## config.mk

```make
export PLATFORM = sky130hd
export DESIGN_NAME = uart_rx_engine
export DESIGN_NICKNAME = d
export VERILOG_FILES = /design/src/rtl/uart_rx_engine.sv
export SDC_FILE = /design/constraint.sdc
export NUM_CORES = 1
export LEC_CHECK = 0
export BUFFER_PORTS_ARGS = -buffer_cell sky130_fd_sc_hd__buf_2
export CORE_MARGIN = 2
export CORE_UTILIZATION = 40
export CTS_BUF_LIST = sky130_fd_sc_hd__clkbuf_4
export DETAILED_ROUTE_END_ITERATION = 8
export GPL_ROUTABILITY_DRIVEN = 0
export SYNTH_ARGS = -nofsm -noshare
export SYNTH_HDL_FRONTEND = slang
export SYNTH_SLANG_ARGS = --single-unit
```

## constraint.sdc

```tcl
create_clock -name clk -period 8.94 [get_ports clk]
set_input_delay 1.788 -clock clk [delete_from_list [all_inputs] [get_ports clk]]
set_output_delay 1.788 -clock clk [all_outputs]
set_load 0.005 [all_outputs]
```

## src/rtl/uart_rx_engine.sv

```systemverilog
// uart_rx_engine: UART serial receiver. Synchronises RX, detects the start
// bit, times bits from a 16-entry baud table and assembles 7/8-bit characters
// with optional parity. Latency: outputs are valid the cycle after DONE.
// Ports: clk/reset (sync, active-high); RX serial in; baud_value/EIGHT/PEN/OHEL
//   frame config, latched at start detection; READ consumer strobe;
//   DATA/RXRDY/PERR/FERR/OVF received character and status;
//   BTU mid-bit sample pulse; DONE frame-complete pulse.
module uart_rx_engine #(
  parameter int SYNC_STAGES = 2
) (
  input  logic       clk,
  input  logic       reset,
  input  logic       RX,
  input  logic [3:0] baud_value,
  input  logic       EIGHT,
  input  logic       PEN,
  input  logic       OHEL,
  input  logic       READ,
  output logic [7:0] DATA,
  output logic       RXRDY,
  output logic       PERR,
  output logic       FERR,
  output logic       OVF,
  output logic       BTU,
  output logic       DONE
);

  typedef enum logic [1:0] {
    S_IDLE,
    S_START,
    S_DATA,
    S_DONE
  } state_t;

  state_t state, state_nxt;

  logic [SYNC_STAGES-1:0] sync_q;
  logic                   rx_s;

  logic [3:0]  baud_q;
  logic        eight_q;
  logic        pen_q;
  logic        ohel_q;

  logic [18:0] cnt;
  logic [3:0]  bit_cnt;
  logic [9:0]  shreg;

  logic [18:0] k;
  logic [18:0] half;
  logic [3:0]  nbits;

  logic [9:0]  aligned;
  logic [7:0]  data_f;
  logic        par_f;
  logic        stop_f;
  logic        perr_f;

  function automatic logic [18:0] baud_k(input logic [3:0] sel);
    case (sel)
      4'd0:    baud_k = 19'd333333;
      4'd1:    baud_k = 19'd83333;
      4'd2:    baud_k = 19'd41667;
      4'd3:    baud_k = 19'd20833;
      4'd4:    baud_k = 19'd10417;
      4'd5:    baud_k = 19'd5208;
      4'd6:    baud_k = 19'd2604;
      4'd7:    baud_k = 19'd1736;
      4'd8:    baud_k = 19'd868;
      4'd9:    baud_k = 19'd434;
      4'd10:   baud_k = 19'd217;
      default: baud_k = 19'd109;
    endcase
  endfunction

  assign rx_s  = sync_q[SYNC_STAGES-1];
  assign k     = baud_k(baud_q);
  assign half  = {1'b0, k[18:1]};
  // data bits + optional parity + one stop bit
  assign nbits = 4'd8 + {3'b000, eight_q} + {3'b000, pen_q};

  // The frame occupies the top nbits of the right-shifting register; align it
  // to bit 0 so data, parity and stop sit at fixed offsets.
  assign aligned = shreg >> (4'd10 - nbits);
  assign data_f  = eight_q ? aligned[7:0] : {1'b0, aligned[6:0]};
  assign par_f   = eight_q ? aligned[8] : aligned[7];
  assign stop_f  = aligned[nbits - 4'd1];
  assign perr_f  = pen_q & ((^data_f ^ par_f) != ohel_q);

  // Input synchroniser; stages idle high so reset does not look like a start.
  always_ff @(posedge clk) begin
    if (reset) sync_q <= '1;
    else       sync_q <= {sync_q[SYNC_STAGES-2:0], RX};
  end

  always_ff @(posedge clk) begin
    if (reset) state <= S_IDLE;
    else       state <= state_nxt;
  end

  always_comb begin
    state_nxt = state;
    BTU       = 1'b0;
    DONE      = 1'b0;
    case (state)
      S_IDLE: begin
        if (!rx_s) state_nxt = S_START;
      end
      S_START: begin
        if (cnt == half) begin
          if (!rx_s) begin
            BTU       = 1'b1;
            state_nxt = S_DATA;
          end else begin
            state_nxt = S_IDLE;     // false start: glitch shorter than half a bit
          end
        end
      end
      S_DATA: begin
        if (cnt == k - 19'd1) begin
          BTU = 1'b1;
          if (bit_cnt + 4'd1 == nbits) state_nxt = S_DONE;
        end
      end
      S_DONE: begin
        DONE      = 1'b1;
        state_nxt = S_IDLE;
      end
      default: state_nxt = S_IDLE;
    endcase
  end

  // Bit timing, frame config latch and shift register
  always_ff @(posedge clk) begin
    if (reset) begin
      cnt     <= '0;
      bit_cnt <= '0;
      shreg   <= '0;
      baud_q  <= '0;
      eight_q <= 1'b0;
      pen_q   <= 1'b0;
      ohel_q  <= 1'b0;
    end else begin
      if (state == S_IDLE || BTU || state_nxt != state) cnt <= '0;
      else                                              cnt <= cnt + 19'd1;

      if (state == S_IDLE) begin
        bit_cnt <= '0;
        if (!rx_s) begin
          baud_q  <= baud_value;
          eight_q <= EIGHT;
          pen_q   <= PEN;
          ohel_q  <= OHEL;
        end
      end else if (state == S_DATA && BTU) begin
        shreg   <= {rx_s, shreg[9:1]};
        bit_cnt <= bit_cnt + 4'd1;
      end
    end
  end

  // Consumer-facing status; a completing frame takes priority over READ.
  always_ff @(posedge clk) begin
    if (reset) begin
      DATA  <= 8'h00;
      RXRDY <= 1'b0;
      PERR  <= 1'b0;
      FERR  <= 1'b0;
      OVF   <= 1'b0;
    end else if (DONE) begin
      DATA  <= data_f;
      PERR  <= perr_f;
      FERR  <= ~stop_f;
      OVF   <= RXRDY & ~READ;
      RXRDY <= 1'b1;
    end else if (READ) begin
      RXRDY <= 1'b0;
      PERR  <= 1'b0;
      FERR  <= 1'b0;
      OVF   <= 1'b0;
    end
  end

endmodule
```

* Word level (Yosys, flattened, before mapping)
Memory sizes are Yosys's and may differ from the RTL's. A register that Yosys moved wholly into a read port is not among the register bits.
Cells that the tools add are included.
** Storage, ports and cells
- Flip-flop bits (word level) :: 56
- ROM bits :: 288
- Input port bits :: 11
- Output and inout bits :: 14
- Logic and storage cells :: 71
- Memories :: 1
** Memory list
- (name not given) :: depth 16, width 18, rd ports 1, clocked after memory_dff 1, wr ports 0, line 60 : case (sel)
** Cells by class
- $add $sub $neg :: 7
- Order comparisons :: 1
- Equal/unequal tests :: 8
- Shift operators :: 1
- Multiplexer cells :: 22
- Bitwise operators :: 7
- Reductions and logical operators :: 10
** Operator list (count)
- $add A19 B1 Y19 const B :: 1
- $eq A19 B18 Y1 :: 1
- $eq A19 B19 Y1 :: 1
- $sub A19 B1 Y19 const B :: 1
- $mux W1 :: 11
- $mux W2 :: 5
- $shr A10 B4 Y10 :: 1
- $mux W4 :: 2
- $mux W8 :: 1
- $pmux W2 S4 :: 1
- $reduce_xor A8 Y1 :: 1
- $lt A4 B5 Y1 const B :: 1
- $add A4 B1 Y4 :: 1
- $add A4 B1 Y4 const A :: 1
- $add A4 B1 Y4 const B :: 1
- $bmux W1 S4 :: 1
- $eq A2 B2 Y1 const B :: 2
- $eq A4 B4 Y1 :: 1
- $not A1 Y1 :: 4
- $reduce_and A2 Y1 :: 2
- $reduce_or A2 Y1 :: 2
- $sub A4 B1 Y4 const B :: 1
- $sub A4 B4 Y4 const A :: 1
- $and A1 B1 Y1 :: 2
- 9 further kinds :: 10

* Logic depth before layout (Yosys ltp)
Gate-level depths: netlist of the first run.
- Depth in word-level cells :: 10
- Mapped depth :: 11
- Depth with buffers taken out :: 10

* Least setup slack after synthesis of the first run
OpenSTA, ideal clock, no wires.
- Kind :: register to output
- Start point :: register, netlist name k[5]
- End point :: output BTU
- Arrival time :: 2280 ps
- Data required time :: 7152 ps
- Path slack :: 4872 ps
- Stages on the path, launching flop included :: 9
- Buffers on the path :: 1
- Path through :: dfxtp_1 > buf_2 > or4_1 > o32ai_2 > nand3_1 > a2111oi_0 > o2111ai_1 > or3_1 > a21oi_1
** Between the ends
- Word-level cells in the longest chain between the ends :: 4
- Elaborated cells between the ends (all ways) :: 6
- Classes of those cells :: 1 x add/sub; 2 x eq/ne; 3 x mux
** Ends and longest elaborated chain
- $sub A19 B1 Y19 :: line 120 : if (cnt == k - 19'd1) begin
- $eq A19 B19 Y1 :: line 120
- $mux W1 :: line 120
- $pmux W1 S2 * :: line 105 : case (state)
- end, declared :: line 24 : output logic BTU,
Every way passes the cells marked *; elsewhere a longest branch is shown, timed or not.

* Worst setup path after layout of the first run
- Start point :: register, netlist name k[3]
- End point :: output BTU
** Between the ends
- Word-level cells in the longest chain between the ends :: 4
- Elaborated cells between the ends (all ways) :: 6
- Classes of those cells :: 1 x add/sub; 2 x eq/ne; 3 x mux
** Ends and longest elaborated chain (line)
- $sub A19 B1 Y19 :: 120
- $eq A19 B19 Y1 :: 120
- $mux W1 :: 120
- $pmux W1 S2 * :: 105
Marked as above.

==> results of run 1 <==
[registers in the layout, summed over array words and instances (netlist names)]
name     count
shreg       10
sync_q       2
bit_cnt      4
OVF          1
pen_q        1
FERR         1
eight_q      1
state        2
cnt         19
RXRDY        1
DATA         8
ohel_q       1
baud_q       4
PERR         1
k           18
[layout make-up]
type | instances | share of cell area [%]
repair buffers | 26 | 2.559
flip-flops and latches | 74 | 28.05
well taps | 168 | 3.980
multi-input cells | 460 | 60.89
clock buffers | 9 | 1.279
inverters | 24 | 1.706
clock inverters | 5 | 1.540
[stage by stage]
stage	instance area, um^2	hold WS, ns	cells	power, mW	util [%]
floorplan	4964	0.3895	604	0.4239	-
global placement	5132	0.3977	752	0.4422	42.55
detailed placement	5132	0.3949	752	0.4434	42.55
CTS	5281	0.4104	766	0.6754	43.79
global route	5281	0.4506	766	0.6956	43.79
finish	5281	0.4071	766	0.6674	43.79
[power groups by stage]
| stage | registers [mW] | logic (mW) | clock network (mW) |
|---|---|---|---|
| floorplan | 0.351 | 0.0726 | 0 |
| global placement | 0.358 | 0.0840 | 0 |
| detailed placement | 0.359 | 0.0845 | 0 |
| CTS | 0.351 | 0.0850 | 0.239 |
| global route | 0.353 | 0.0944 | 0.248 |
| finish | 0.351 | 0.0853 | 0.231 |
[cell families (layout without fill, tap and decap cells)]
group / after synthesis / count (layout)
flops: 74 / 74
xor+xnor: 67 / 67
fa+ha+maj: 16 / 16
simple gates: 237 / 237
mux: 36 / 36
compound gates: 104 / 104
buf+inv: 70 / 64
[how the worst min path moves through the flow]
stage / slack [ns] / end / depth (start not counted) / startpoint
2_1_floorplan: 0.39 / sync_q[1]$_SDFF_PP1_ / 1 / sync_q[0]$_SDFF_PP1_
3_3_place_gp: 0.40 / sync_q[1]$_SDFF_PP1_ / 1 / sync_q[0]$_SDFF_PP1_
3_5_place_dp: 0.39 / sync_q[1]$_SDFF_PP1_ / 1 / sync_q[0]$_SDFF_PP1_
4_1_cts: 0.41 / sync_q[1]$_SDFF_PP1_ / 1 / sync_q[0]$_SDFF_PP1_
5_1_grt: 0.45 / sync_q[1]$_SDFF_PP1_ / 1 / sync_q[0]$_SDFF_PP1_
6_report: 0.41 / sync_q[1]$_SDFF_PP1_ / 1 / sync_q[0]$_SDFF_PP1_
[Yosys cell counts (all sizes together), types with 7 or more instances]
cell type  instances
dfxtp             74
o32ai             20
xor2              33
clkbuf            33
or2                8
nor2              64
nand2             41
nor3              17
xnor2             32
nor2b              7
or3               10
inv               24
nand4             10
buf               13
o21ai             14
nand3             33
mux2i             30
a21oi             21
a211oi             9
nand2b            17
ha                16
nor4               9
[per-layer routing]
metal / wire (um) / vias up / GRT usage (%)
met1: 5922 / 2002 / 26.74
li1: - / 2127 / -
met2: 5229 / 108 / 28.46
met4: 296 / 0 / 7.952
met5: 0 / - / 0
met3: 593 / 23 / 4.164
==> flow_summary.json, run 1 <==
{
  "max_slew_margin_pct": 28.06,
  "status": "finished, final reports clean",
  "antenna_found_initial": 0,
  "grt_max_degree": 42,
  "synthMuxAreaShare_pct": 7.411,
  "tightest_slew_ns": 1.071,
  "clk_pin_slew_ns": 0.12,
  "final_common_cell": "dfxtp_1",
  "synth_adder_area_share_pct": 4.033,
  "synth_edf_count": 0,
  "yosys.area_share.simple_pct": 24.53,
  "final_cell_mix": "dfxtp_1 (74), nor2_1 (64), nand2_1 (41), xor2_1 (33), nand3_1 (33)",
  "via_per_inst": 5.561,
  "multiInputGateArea_um2": 3216,
  "antenna_cells": 0,
  "post_cts_buffers": 0,
  "p_int_mw": 0.4856,
  "tritoncts": "yes",
  "crit_chain": "nor3_1, nand2_1, xor2_1, a2111oi_0, o2111ai_1, or3_1, a21oi_1, buf_2",
  "area_growth_pct": 6.403,
  "setup.worst_path.end": "BTU",
  "avgSynthCellArea_um2": 8.218,
  "cts-root-buf": "clkbuf_4",
  "timing.final.max_slew_violations": 0,
  "grt_remaining_overflow": 0,
  "reg2reg_depth": 9,
  "min_period_over_period_pct": 59.94,
  "wl_um": 12040,
  "dr.pass1.iters": 6,
  "postSynthCellCount": 604,
  "drtIter0Drc": 312,
  "cp_slowest_stage_delay_ns": 0.83,
  "synth_nets": 631,
  "grt_pass1_wl_um": 20070,
  "yosys_warnings": 0,
  "num_vias": 4260,
  "synthTopCellsByArea": "dfxtp_1 (30%), mux2i_1 (6.0%), xor2_1 (5.8%), xnor2_1 (5.6%), nor2_1 (4.8%)",
  "rsz0062_at_grt": "no",
  "ir_worst_vdd_v": 0.0001013,
  "die_h_um": 115.4,
  "r2r_end": "cnt[7]$_SDFF_PP0_",
  "finalClockSkew_ns": 0.01177,
  "final_nets": 622,
  "startpoint": "k[3]$_DFF_P_",
  "r2r-start": "k[0]$_DFF_P_",
  "worstHoldPathType": "reg2reg",
  "critPathKind": "reg2out",
  "dieArea_um2": 13320,
  "ys.flop_type": "dfxtp_1",
  "path_depth": 8,
  "synth_cell_type_count": 58,
  "core_area_um2": 12060,
  "cts.repair.resized": 0,
  "htree_levels": 3,
  "synth_top_family_by_area": "simple AND/OR/NAND/NOR gates",
  "start_util_pct": 41.15,
  "crit_path_top_delay_cell": "nor3_1",
  "setup_viol": 0,
  "drv_cap": 0,
  "drive_above_1_share_pct": 11.20,
  "dpl_worst_slack_ns": 4.151,
  "synth-seq-cells": 74,
  "synth_top_area_share_pct": 29.85,
  "max_freq_mhz": 186.6,
  "clock_latency_ns": 0.45,
  "ios": 25,
  "tns_ns": 0,
  "crit_path_end_kind": "output port",
  "powerDensity_nw_per_um2": 126.4,
  "power.leakage_nw": 1.931,
  "yosysTopAreaCell": "dfxtp_1",
  "drtAntennaViolNets": 0,
  "required_ns": 7.15,
  "layout_setup_ws_ns": 3.582,
  "pwr-share-seq_pct": 52.7,
  "crit_arrival_ns": 3.57,
  "reg2reg_slack_ns": 5.14,
  "power.net_switching_mw": 0.1818,
  "grt_pass1_vias": 4032,
  "startpoint_type": "flop",
  "crit_family": "simple AND/OR/NAND/NOR gates",
  "comb_power_share_pct": 12.8,
  "p_clk_share_pct": 34.6,
  "synth_compound_area_share_pct": 16.01,
  "hold_buffers": 0,
  "grt_use_total_pct": 19.12,
  "rows": 40,
  "clockBufferDepth": 2,
  "cts.sinks": 74,
  "ys_seq_area_share_pct": 29.85,
  "die_width_um": 115.4,
  "cts_inserted_buffers": 9,
  "cp_num_buf_inv": 1,
  "ys_async_sr_fraction_pct": 0,
  "synthesis.area_um2": 4964,
  "min_period_ns": 5.358,
  "hold_viol": 0,
  "post_drt_wl_per_cell_um": 15.72,
  "drc": 0,
  "fill_cells": 1194,
  "path_max_fanout": 11,
  "switching_share_pct": 27.24,
  "port_buffers": 24,
  "synthXorXnorAreaFrac_pct": 12.38,
  "final-seq-area_um2": 1481,
  "hpwlAfterDp_um": 8820
}
Note: power is estimated with default switching activity, not from simulation.
==> run 2, diff against run 1 <==
Clock period 8.94 ns to 4.6 ns, I/O delays scaled along.
==> run 2 against run 1 <==
  * Die area unchanged
  * Sequential share of layout area is 0.15 points lower
  * Sequential power increased by 95%
  * Routed wire length rose by 0.96%
  * Global-route usage grew 0.34 points
  * Combinational power increased by 96%
  * Largest power group unchanged
==> flow_summary.json, run 2 (synthesis gave the netlist of run 1 again) <==
{
  "status": "finished, final reports clean",
  "tritoncts": "yes",
  "stdcell_area_um2": 5309,
  "startpoint": "k[5]$_DFF_P_",
  "grt_use_total_pct": 19.47,
  "cts.sinks": 74,
  "num_vias": 4307,
  "worstHoldPathType": "reg2reg",
  "dpl_worst_slack_ns": 0.7913,
  "max_slew_margin_pct": 44.94,
  "final_cell_mix": "dfxtp_1 (74), nor2_1 (64), nand2_1 (41), xor2_1 (33), nand3_1 (33)",
  "antenna_found_initial": 0,
  "area_growth_pct": 6.957,
  "dr.pass1.iters": 5,
  "r2r-start": "k[0]$_DFF_P_",
  "crit_path_top_delay_cell": "or4_1",
  "layout_setup_ws_ns": 0.4998,
  "finalClockSkew_ns": 0.01849,
  "fill_cells": 1198,
  "grt_max_degree": 41,
  "worstHoldStart": "sync_q[0]$_SDFF_PP1_",
  "grt_pass1_wl_um": 20470,
  "grt_remaining_overflow": 0,
  "crit_arrival_ns": 3.18,
  "final_core_util_pct": 44.01,
  "finalPower_mw": 1.285,
  "rsz0062_at_grt": "no",
  "largest-register": "cnt",
  "rows": 40,
  "startpoint_type": "flop",
  "final_nets": 626,
  "ios": 25,
  "cts_inserted_buffers": 9,
  "crit_chain": "or4_1, o32ai_2, nand3_1, a2111oi_0, o2111ai_1, or3_1, a21oi_1, buf_2",
  "final_common_cell": "dfxtp_1",
  "tightest_slew_ns": 0.8184,
  "min_period_ns": 4.100,
  "largest_reg_flops": 19,
  "drtIter0Drc": 335,
  "cp_num_buf_inv": 1,
  "port_buffers": 24,
  "clockBufferDepth": 2,
  "max_freq_mhz": 243.9,
  "crit_family": "simple AND/OR/NAND/NOR gates",
  "htree_levels": 3,
  "cts-root-buf": "clkbuf_4",
  "dieArea_um2": 13320,
  "grt_pass1_vias": 4058,
  "final_cells": 772,
  "cp_slowest_stage_delay_ns": 0.59,
  "min_period_over_period_pct": 89.14,
  "drv_cap": 0,
  "clk_pin_slew_ns": 0.13,
  "via_per_inst": 5.579,
  "cts.repair.resized": 0,
  "powerDensity_nw_per_um2": 242.0,
  "required_ns": 3.68,
  "die_width_um": 115.4,
  "placed_cells": 756,
  "wl_um": 12160,
  "timing.final.max_slew_violations": 0,
  "place_area_um2": 5154,
  "ir_worst_vdd_v": 0.0002180,
  "hold_buffers": 0,
  "hpwlAfterDp_um": 8844,
  "crit_path_end_kind": "output port",
  "antenna_cells": 0,
  "hold_viol": 0,
  "path_max_fanout": 9,
  "drc": 0,
  "drive_above_1_share_pct": 12.25,
  "hold_ws_ns": 0.4121,
  "post_cts_buffers": 0,
  "die_h_um": 115.4,
  "setup_viol": 0,
  "critPathKind": "reg2out",
  "power.leakage_nw": 1.938,
  "start_util_pct": 41.15,
  "tns_ns": 0,
  "core_area_um2": 12060,
  "post_drt_wl_per_cell_um": 15.75,
  "drtAntennaViolNets": 0,
  "clock_latency_ns": 0.46
}
==> run 2: cell count changes in the layout (fill, tap and decap cells not counted) <==
cell / delta
nor3_1: -1
bufinv_16: -1
nor4b_2: +1
nor4_4: -1
buf_4: +4
clkinv_1: +1
nor4b_1: -1
inv_6: +3
nor4_2: +1
nor3_2: +1
clkinv_2: -1
==> run 2: routing by layer <==
layer  share of wire [%]  wire length [um]  track usage (%)
met1                  51              6172            27.97
met2                  42              5157            27.91
met3                 4.8               579            5.482
met4                 2.0               248            6.506
met5                   0                 0                0
==> run 2: path summary, 6_finish.rpt <==
| check | slack (ns) | cells after the start | end |
|---|---|---|---|
| max | 0.50 | 8 | BTU |
| min | 0.41 | 1 | sync_q[1]$_SDFF_PP1_ |
| min reg2reg | 0.41 | 1 | sync_q[1]$_SDFF_PP1_ |
| max reg2reg | 1.17 | 9 | shreg[6]$_SDFFE_PP0P_ |
==> run 2: area by class of cell <==
type,count,area (um^2),area share [%]
clock buffer,9,67.56,1.273
clock inverter,7,76.32,1.438
inverter,24,90.09,1.697
multi-input combinational,460,3218,60.62
sequential,74,1481,27.90
tap,168,210.2,3.959
timing repair buffer,30,165.2,3.111
==> run 2: worst register-to-register path: cells and delay by family (launching register included) <==
family,cells,cell delay [ns]
and+or+nand+nor,3,0.67
AOI/OAI and AO/OA,3,1.60
adders and majority gates,1,0.36
muxes,1,0.21
buffers and inverters,1,0.08
DFF,1,0.39
==> run 2: where the power goes <==
part           switching (mW)  internal, mW
clock network           0.263         0.170
registers              0.0278         0.656
logic                  0.0929        0.0746
total                   0.383         0.901
